### config.mk
export PLATFORM = sky130hd
export DESIGN_NAME = feedback_seq_ctrl
export DESIGN_NICKNAME = d
export VERILOG_FILES = /design/src/rtl/feedback_seq_ctrl.sv
export SDC_FILE = /design/constraint.sdc
export NUM_CORES = 1
export LEC_CHECK = 0
export CORE_MARGIN = 8
export CORE_UTILIZATION = 45
export DETAILED_ROUTE_END_ITERATION = 8
export HOLD_SLACK_MARGIN = 0.02
export PLACE_DENSITY = 0.68
export SLEW_MARGIN = 20
export SYNTH_ARGS = -nofsm -noshare
export SYNTH_HDL_FRONTEND = slang
export SYNTH_SLANG_ARGS = --single-unit
export TNS_END_PERCENT = 10
### constraint.sdc
create_clock -name clk_ext -period 3.4 [get_ports clk_ext]
set_clock_uncertainty 0.2 [all_clocks]
set_input_delay 0.68 -clock clk_ext [delete_from_list [all_inputs] [get_ports clk_ext]]
set_output_delay 0.68 -clock clk_ext [all_outputs]
set_load 0.01 [all_outputs]
### src/rtl/feedback_seq_ctrl.sv
// Calibration sequencer for a gray-clock tap selector: clears the selector, settles,
// samples the fed-back bit over a window and steps an up/down counter until the loop is balanced.
module feedback_seq_ctrl #(
  parameter int SEL_N      = 10,
  parameter int WIN_W      = 8,
  parameter int SETTLE_CYC = 16,
  parameter int LOCK_N     = 4
) (
  input  logic             clk_ext,
  input  logic             reset,
  input  logic             start,
  input  logic             stop,
  input  logic [3:0]       phase_sel,
  input  logic [WIN_W-1:0] win_len,
  input  logic [WIN_W-1:0] threshold,
  input  logic             fb_in,
  output logic [SEL_N-1:0] tap_en,
  output logic             sel_clr,
  output logic             ctr_en,
  output logic             ctr_ud,
  output logic             busy,
  output logic             lock,
  output logic             err,
  output logic [2:0]       state
);

  localparam int SET_W = $clog2(SETTLE_CYC + 1);
  localparam int CNT_W = (WIN_W > SET_W) ? WIN_W : SET_W;
  localparam int BAL_W = $clog2(LOCK_N + 1);

  typedef enum logic [2:0] {
    IDLE   = 3'd0,
    CLEAR  = 3'd1,
    SETTLE = 3'd2,
    SAMPLE = 3'd3,
    DECIDE = 3'd4,
    STEP   = 3'd5
  } state_t;

  state_t           state_q;
  logic [CNT_W-1:0] cnt_q;
  logic [WIN_W-1:0] ones_q;
  logic [BAL_W-1:0] bal_q;
  logic [3:0]       phase_q;
  logic [WIN_W-1:0] win_q;
  logic [WIN_W-1:0] thr_q;
  logic             arm_q;
  logic [SEL_N-1:0] tap_q;
  logic             sel_clr_q;
  logic             ctr_en_q;
  logic             ctr_ud_q;
  logic             busy_q;
  logic             lock_q;
  logic             err_q;

  logic [CNT_W-1:0] win_last_d;
  logic [BAL_W-1:0] bal_d;
  logic             phase_ok_d;

  assign win_last_d = CNT_W'(win_q - 1'b1);
  assign bal_d      = (bal_q == BAL_W'(LOCK_N)) ? bal_q : bal_q + 1'b1;
  assign phase_ok_d = (32'(phase_sel) < SEL_N);

  always_ff @(posedge clk_ext) begin
    if (reset) begin
      state_q   <= IDLE;
      cnt_q     <= '0;
      ones_q    <= '0;
      bal_q     <= '0;
      phase_q   <= '0;
      win_q     <= WIN_W'(1);
      thr_q     <= '0;
      arm_q     <= 1'b1;
      tap_q     <= '0;
      sel_clr_q <= 1'b0;
      ctr_en_q  <= 1'b0;
      ctr_ud_q  <= 1'b1;
      busy_q    <= 1'b0;
      lock_q    <= 1'b0;
      err_q     <= 1'b0;
    end else begin
      err_q    <= 1'b0;
      ctr_en_q <= 1'b0;
      if (state_q != IDLE && stop) begin
        // Abort: start must be seen low again before the next run can begin.
        state_q   <= IDLE;
        cnt_q     <= '0;
        bal_q     <= '0;
        arm_q     <= 1'b0;
        tap_q     <= '0;
        sel_clr_q <= 1'b0;
        busy_q    <= 1'b0;
        lock_q    <= 1'b0;
      end else begin
        case (state_q)
          IDLE: begin
            if (!start) begin
              arm_q <= 1'b1;
            end else if (arm_q && !stop) begin
              arm_q <= 1'b0;
              if (phase_ok_d) begin
                phase_q   <= phase_sel;
                win_q     <= (win_len == '0) ? WIN_W'(1) : win_len;
                thr_q     <= threshold;
                cnt_q     <= '0;
                state_q   <= CLEAR;
                sel_clr_q <= 1'b1;
                busy_q    <= 1'b1;
              end else begin
                err_q <= 1'b1;
              end
            end
          end
          CLEAR: begin
            if (cnt_q == CNT_W'(1)) begin
              cnt_q     <= '0;
              state_q   <= SETTLE;
              sel_clr_q <= 1'b0;
              tap_q     <= {{(SEL_N-1){1'b0}}, 1'b1} << phase_q;
            end else begin
              cnt_q <= cnt_q + 1'b1;
            end
          end
          SETTLE: begin
            if (cnt_q == CNT_W'(SETTLE_CYC - 1)) begin
              cnt_q   <= '0;
              ones_q  <= '0;
              state_q <= SAMPLE;
            end else begin
              cnt_q <= cnt_q + 1'b1;
            end
          end
          SAMPLE: begin
            ones_q <= ones_q + WIN_W'(fb_in);
            if (cnt_q == win_last_d) begin
              cnt_q   <= '0;
              state_q <= DECIDE;
            end else begin
              cnt_q <= cnt_q + 1'b1;
            end
          end
          DECIDE: begin
            ones_q <= '0;
            if (ones_q > thr_q) begin
              ctr_ud_q <= 1'b0;
              ctr_en_q <= 1'b1;
              state_q  <= STEP;
            end else if (ones_q < thr_q) begin
              ctr_ud_q <= 1'b1;
              ctr_en_q <= 1'b1;
              state_q  <= STEP;
            end else begin
              bal_q   <= bal_d;
              lock_q  <= (bal_d == BAL_W'(LOCK_N));
              state_q <= SAMPLE;
            end
          end
          STEP: begin
            bal_q   <= '0;
            lock_q  <= 1'b0;
            ones_q  <= '0;
            cnt_q   <= '0;
            state_q <= SAMPLE;
          end
          default: state_q <= IDLE;
        endcase
      end
    end
  end

  assign tap_en  = tap_q;
  assign sel_clr = sel_clr_q;
  assign ctr_en  = ctr_en_q;
  assign ctr_ud  = ctr_ud_q;
  assign busy    = busy_q;
  assign lock    = lock_q;
  assign err     = err_q;
  assign state   = state_q;

endmodule
==> results of run 1 <==
## area by class of cell
| type | instances | area (um^2) | area share, % |
|---|---|---|---|
| tap | 96 | 120 | 3.04 |
| inverter | 18 | 67.6 | 1.71 |
| multi-input combinational | 307 | 1850 | 46.9 |
| sequential | 59 | 1180 | 29.9 |
| timing repair buffer | 48 | 468 | 11.9 |
| clock buffer | 12 | 165 | 4.19 |
| clock inverter | 4 | 95.1 | 2.41 |
## tightest hold or removal path: cells and delay by family, from the launching register on
| kind | cells | cell delay [ps] |
|---|---|---|
| and+or+nand+nor | 1 | 50 |
| DFF | 1 | 310 |
| AOI/OAI and AO/OA | 1 | 50 |
## logic make-up after synthesis
kind of cell | count (synthesis) | share of synthesized area [%]
simple gates | 172 | 26.4
compound gates | 101 | 20.3
mux | 3 | 0.940
buf+inv | 40 | 5.13
flops | 59 | 37.0
fa+ha+maj | 15 | 5.88
xor+xnor | 16 | 4.39
## Yosys cell counts (all sizes together) (2+ instances only)
library cell  instances  share of area (%)
a21o                  6                1.4
dfxtp                59                 37
a211oi                4               0.94
o21ai                12                1.9
clkbuf               17                2.0
o31ai                 2               0.63
nand4                 6                1.2
o21a                  4               0.94
o22ai                 3               0.59
xor2                  4                1.1
nor3                 13                2.0
nor4                 10                2.9
and3                  7                1.4
inv                  18                2.1
o2bb2ai               3               0.82
o21bai                3               0.71
nor3b                 2               0.63
a21oi                46                7.6
nor2b                 2               0.39
a31oi                 2               0.39
ha                   15                5.9
nand3                11                1.7
a221oi                3               0.82
a211o                 3               0.82
nor2                 39                4.6
mux2i                 3               0.94
or3                   5                1.1
nand2b                9                1.8
nand3b                2               0.47
buf                   5               0.98
xnor2                12                3.3
o211ai                2               0.47
nand2                62                7.3
## routing by layer
| metal | up-vias | global-route usage [%] | routed length [um] |
|---|---|---|---|
| met1 | 1391 | 18.5 | 3470 |
| li1 | 1507 | - | - |
| met4 | 0 | 7.09 | 112 |
| met5 | - | 0 | 0 |
| met2 | 50 | 28.4 | 3920 |
| met3 | 10 | 3.39 | 315 |
## power by group through the flow
stage	sequential [mW]	combinational, mW	clock (mW)
6_report	0.801	0.639	0.823
2_1_floorplan	0.793	0.494	0
5_1_grt	0.812	0.711	0.869
3_3_place_gp	0.816	0.621	0
4_1_cts	0.801	0.634	0.838
3_5_place_dp	0.816	0.631	0
## state kept, by name, summed over array words and instances (netlist names)
signal and flops:
tap_en 10, cnt_q 8, ones_q 8, thr_q 8, win_q 8, phase_q 4
bal_q 3, state 3, arm_q 1, busy 1, ctr_en 1, ctr_ud 1
err 1, lock 1, sel_clr 1
## worst min-delay path by stage
stage               depth (start not counted)               endpoint             startpoint
global route                                2  thr_q[2]$_SDFFE_PP0P_  thr_q[2]$_SDFFE_PP0P_
global placement                            2      lock$_SDFFE_PP0P_      lock$_SDFFE_PP0P_
CTS                                         2  thr_q[2]$_SDFFE_PP0P_  thr_q[2]$_SDFFE_PP0P_
finish                                      2  thr_q[2]$_SDFFE_PP0P_  thr_q[2]$_SDFFE_PP0P_
detailed placement                          2  thr_q[2]$_SDFFE_PP0P_  thr_q[2]$_SDFFE_PP0P_
floorplan                                   1     arm_q$_SDFFE_PP1P_     arm_q$_SDFFE_PP1P_
==> impl_results.md, run 1 <==
* Status: complete, no violations
* Clk pwr share at 36.4%
* Synth Register Bits at 59
* Iter 0 DRT Violations at 164
* FP Rows at 30
* Fin crit share at 76.8%
* CTS tree: yes
* CP endpoint: state[2]$_SDFFE_PP0P_
* Cell leakage power at 1.44 nW
* Total wire length at 7.81 mm
* Gate power share at 28.2%
* Sequential-to-total area share from yosys stat at 37.0%
* Die H at 100 um
* Core Util, Final at 57.8%
* Clock root cell: clkbuf_8
* Final worst setup slack at 788 ps
* Vias per inst at 5.44
* CP max stage delay at 460 ps
* Layout Cells excl Fill at 544
* Buf/Inv on CP at 1
* Mapped Area at 0.00319 mm^2
* Placed instance count at 528
* Crit path kind: reg -> reg
* P_sw at 0.716 mW
* Die area at 0.0101 mm^2
* Worst-Skew Late Latency at 340 ps
* Worst-case clock buffer depth at 2
* Critical path arrival at 2690 ps
* Post_cts resized at 0
* Vias in the first global route at 2851
* CP top delay family: compound AO/OA/AOI/OAI gates
* Unique cell type count in the Yosys netlist at 53
* Max Cap Viol at 0
* Cts bufs inserted at 9
* ANT cells at 0
* CP max stage cell: dfxtp_1
* Worst-margin pin slew at 640 ps
* Int Power at 1.55 mW
* Chip Width at 100 um
* Setup_tns at 0 ps
* Reg2Reg Depth at 8
* Final setup fails at 0
* Relative slew slack at 57.2%
* DP HPWL at 5.81 mm
* First-pass GRT wire length at 13.1 mm
* Most frequent cells in the layout: nand2_1 (62), dfxtp_1 (59), a21oi_1 (45)
* Post-synth EDFFs at 0
* Post-synth top flop: dfxtp_1
* Post-place setup slack at 556 ps
* Number of max-slew violations in the final report at 0
* # fillers at 652
* Via Count at 2958
* Placed cell areas at 0.00369 mm^2
* Synth Net Count at 446
* Worst hold path class: reg -> reg
* Critical path required time at 3470 ps
* Total Power at 2.26 mW
* Clock-pin slew on the worst setup and hold paths at 70 ps
* Global route overflow at 0
* Reg2reg end: state[2]$_SDFFE_PP0P_
* Fin area at 0.00395 mm^2
* Final hold violations at 0
* Commonest non-fill, non-tap cell in the layout: nand2_1
* Fmax at 383 MHz
* PwrDens at 573 mW/mm^2
* Min Tclk post-route at 2610 ps
* Setup crit start kind: register
* ANT nets after route at 0
* Yosys warns at 0
* Origin of the worst setup path: win_q[0]$_SDFFE_PP1P_
* Area grow syn2layout at 23.5%
* Crit. End Element: register
* Largest net degree at the start of global routing at 27
* Final nets at 483
* Pre-Repair DR Iteration Count at 5
* Initial Util at 46.8%
* Avg Inst Size Synth at 7.87 um^2
* Postcts setup bufs at 0
* GRT Util Overall at 16.2%
* Ports at 44
* Sw frac at 31.7%
* Crit Reg-Reg Startpoint: win_q[0]$_SDFFE_PP1P_
* Share of async-settable or async-resettable flops after synthesis at 0%
* Cells along the critical path: inv_1 > ha_1 > o21ba_2 > a221oi_1 > a41oi_1 > a211o_1 > a21oi_4 > nor3b_2
* Flop pwr share at 35.4%
* Internal reg-to-reg setup slack at 790 ps
* Syn Inst Count at 406
* Sink Count at 59
* Initial antenna violation count at 0
* WL/cell at 14.4 um
* Crit. path cell count at 8
* # DRC at 0
* Unrepaired setup endpoints after global routing: no
* I/O Buffers at 43
* Maximum VDD drop at 0.000338 V
* Critical path fanouts, max at 9
* H-tree level count at 3
* Hold-fix buffer count after cts at 0
* Share of layout cells above drive strength 1 at 6.25%
* Core area at 0.00683 mm^2
* GP Congestion at 0.867
* Worst hold slack at 257 ps
Power figures use the tool's default switching activity.
==> run 2: changes to the inputs <==
Settings changed: PLACE_DENSITY 0.68 to 0.7.
Clock period 3.4 ns to 2.4 ns, I/O delays scaled along.
==> run 2 against run 1 <==
  * Count of clock-buffer cells in the layout shrank 3
  * Die area is the same
  * Worst setup slack lost 680 ps
  * Sequential share of layout area shrank 0.93 points
  * Worst hold slack is essentially flat
  * Highest routed layer unchanged
  * Combinational power grew 63%
  * Maximum frequency grew 14%
  * Largest cell class unchanged
==> impl_results.md, run 2 (same netlist as run 1, synthesis figures left out) <==
* Crit. End Element: register
* DP HPWL at 6.12 mm (+5.3%)
* Sw frac at 34.7% (+3.0 points)
* FP Rows at 30 (unchanged)
* CP max stage delay at 400 ps (-60 ps)
* CP max stage cell: a211o_2
* WL/cell at 14.5 um (+1.2%)
* Register area at 0.00118 mm^2 (unchanged)
* Area occupied by multi-input gates at 0.00187 mm^2 (+0.88%)
* Cts bufs inserted at 9 (unchanged)
* Clock-pin slew on the worst setup and hold paths at 70 ps (about the same)
* Vias per inst at 5.42 (-0.33%)
* Core Util, Final at 59.6% (+1.8 points)
* GRT Util Overall at 17.1% (+0.94 points)
* ANT cells at 0 (unchanged)
* Die area at 0.0101 mm^2 (unchanged)
* Worst-case clock buffer depth at 2 (unchanged)
* Final setup fails at 0 (unchanged)
* Iter 0 DRT Violations at 265 (+62%)
* ANT nets after route at 0 (unchanged)
* Setup crit start kind: register
* Most frequent cells in the layout: nand2_1 (61), dfxtp_1 (59), a21oi_1 (44)
* Fmax at 436 MHz (+14%)
* Cells along the critical path: inv_1 > ha_2 > o21ba_2 > a221oi_1 > a41oi_1 > a211o_2 > o21ai_0 > a211oi_1
* PwrDens at 782 mW/mm^2 (+36%)
* Global route overflow at 0 (unchanged)
* Status: complete, no violations
* Area grow syn2layout at 27.5%
* Relative slew slack at 70.8% (+14 points)
* GP Congestion at 0.832 (-4.0%)
* Final worst setup slack at 108 ps (-680 ps)
* Min Tclk post-route at 2290 ps (-320 ps)
* # DRC at 0 (unchanged)
* Int Power at 2.08 mW (+35%)
* Sink Count at 59 (unchanged)
* Total wire length at 8.14 mm (+4.2%)
* Clock root cell: clkbuf_8
* Postcts setup bufs at 0 (unchanged)
* I/O Buffers at 43 (unchanged)
* Unrepaired setup endpoints after global routing: yes
* Total Power at 3.19 mW (+41%)
* Cell leakage power at 1.51 nW (+4.4%)
* # fillers at 628 (-3.7%)
* CTS tree: yes
* Ports at 44 (unchanged)
* Final hold violations at 0 (unchanged)
* Hold-fix buffer count after cts at 0 (unchanged)
* Crit path kind: reg -> reg
* Critical path arrival at 2310 ps (-380 ps)
* Worst hold path class: reg -> reg
* Layout Cells excl Fill at 560 (+2.9%)
* Number of max-slew violations in the final report at 0 (unchanged)
* Fin crit share at 95.5% (+19 points)
* Pre-Repair DR Iteration Count at 4 (-1)
* Share of layout cells above drive strength 1 at 10.6% (+4.3 points)
* Critical path required time at 2420 ps (-1050 ps)
* First-pass GRT wire length at 14.0 mm (+6.4%)
* Core area at 0.00683 mm^2 (unchanged)
* Max FFs per register at 10 (unchanged)
* Gate power share at 32.8% (+4.6 points)
* Critical path fanouts, max at 9 (unchanged)
* Vias in the first global route at 3050 (+7.0%)
* Placed instance count at 544 (+3.0%)
* Chip Width at 100 um (unchanged)
* Post-place setup slack at 23.2 ps (-533 ps)
* Via Count at 3035 (+2.6%)
* Worst-Skew Late Latency at 340 ps (about the same)
* Flop pwr share at 34.7% (-0.7 points)
* Worst-margin pin slew at 435 ps (-206 ps)
* Die H at 100 um (unchanged)
* Maximum VDD drop at 0.000401 V (+19%)
* Clk pwr share at 32.5% (-3.9 points)
* Initial antenna violation count at 0 (unchanged)
* H-tree level count at 3 (unchanged)
* Initial Util at 46.8% (unchanged)
* P_sw at 1.10 mW (+54%)
* Final nets at 499 (+3.3%)
* Commonest non-fill, non-tap cell in the layout: nand2_1
* Largest net degree at the start of global routing at 22 (-19%)
* Max Cap Viol at 0 (unchanged)
[run 2: cell types whose count changed in the layout (fill, tap and decap cells not counted), moves of 2 or more]
cell / change
clkbuf_8: -3
clkinvlp_4: +2
clkinv_4: +2
buf_12: +2
buf_4: +14
[run 2: power by group through the flow]
| stage | clock, mW | combinational, mW | sequential, mW |
|---|---|---|---|
| after floorplan | 0 | 0.700 | 1.12 |
| after global placement | 0 | 0.994 | 1.12 |
| after detailed placement | 0 | 1.02 | 1.13 |
| after CTS | 1.05 | 1.03 | 1.11 |
| after global routing | 1.10 | 1.15 | 1.11 |
| final | 1.03 | 1.04 | 1.11 |
[run 2: through the flow]
step / cell area (um^2) / TNS (ps) / hold slack (ps)
floorplan: 3190 / 0 / 228
global placement: 3830 / 0 / 242
detailed placement: 3830 / 0 / 250
CTS: 4060 / 0 / 260
global route: 4070 / -79.9 / 287
finish: 4070 / 0 / 257
[run 2: repair_timing]
item,CTS,global route
setup endpoints to repair,0,22
resized for setup,0,5
hold endpoints to repair,0,0
[run 2: routing by layer]
| metal | track usage (%) | share of wire [%] | vias up |
|---|---|---|---|
| met4 | 8.37 | 2.7 | 0 |
| met5 | 0 | 0 | - |
| li1 | - | - | 1539 |
| met2 | 28.8 | 49 | 79 |
| met1 | 20.5 | 45 | 1399 |
| met3 | 3.11 | 3.5 | 18 |
[run 2: worst max-delay path: cells and delay by family (launching register included)]
| kind | cells | cell delay [ps] |
|---|---|---|
| buffers and inverters | 1 | 50 |
| DFF | 1 | 330 |
| AOI/OAI and AO/OA | 6 | 1360 |
| adders and majority gates | 1 | 230 |
[run 2: worst paths after layout]
path	from	end	slack, ps	cells after the start
max	win_q[0]$_SDFFE_PP1P_	cnt_q[2]$_SDFFE_PP0P_	110	8
min	thr_q[1]$_SDFFE_PP0P_	thr_q[1]$_SDFFE_PP0P_	260	2
max reg2reg	win_q[0]$_SDFFE_PP1P_	cnt_q[2]$_SDFFE_PP0P_	110	8
min reg2reg	thr_q[1]$_SDFFE_PP0P_	thr_q[1]$_SDFFE_PP0P_	260	2
[run 2: cell type report]
type / count / share of cell area, %
multi-input combinational: 307 / 45.8
sequential: 59 / 29.0
timing repair buffer: 64 / 15.1
clock buffer: 9 / 3.04
tap: 96 / 2.95
clock inverter: 7 / 2.49
inverter: 18 / 1.66
==> run 3: changes to the inputs <==
Settings changed: CAP_MARGIN from default to 20.
==> results of run 3 <==
Same layout as run 2: the final DEF is identical, and so are final timing and power.
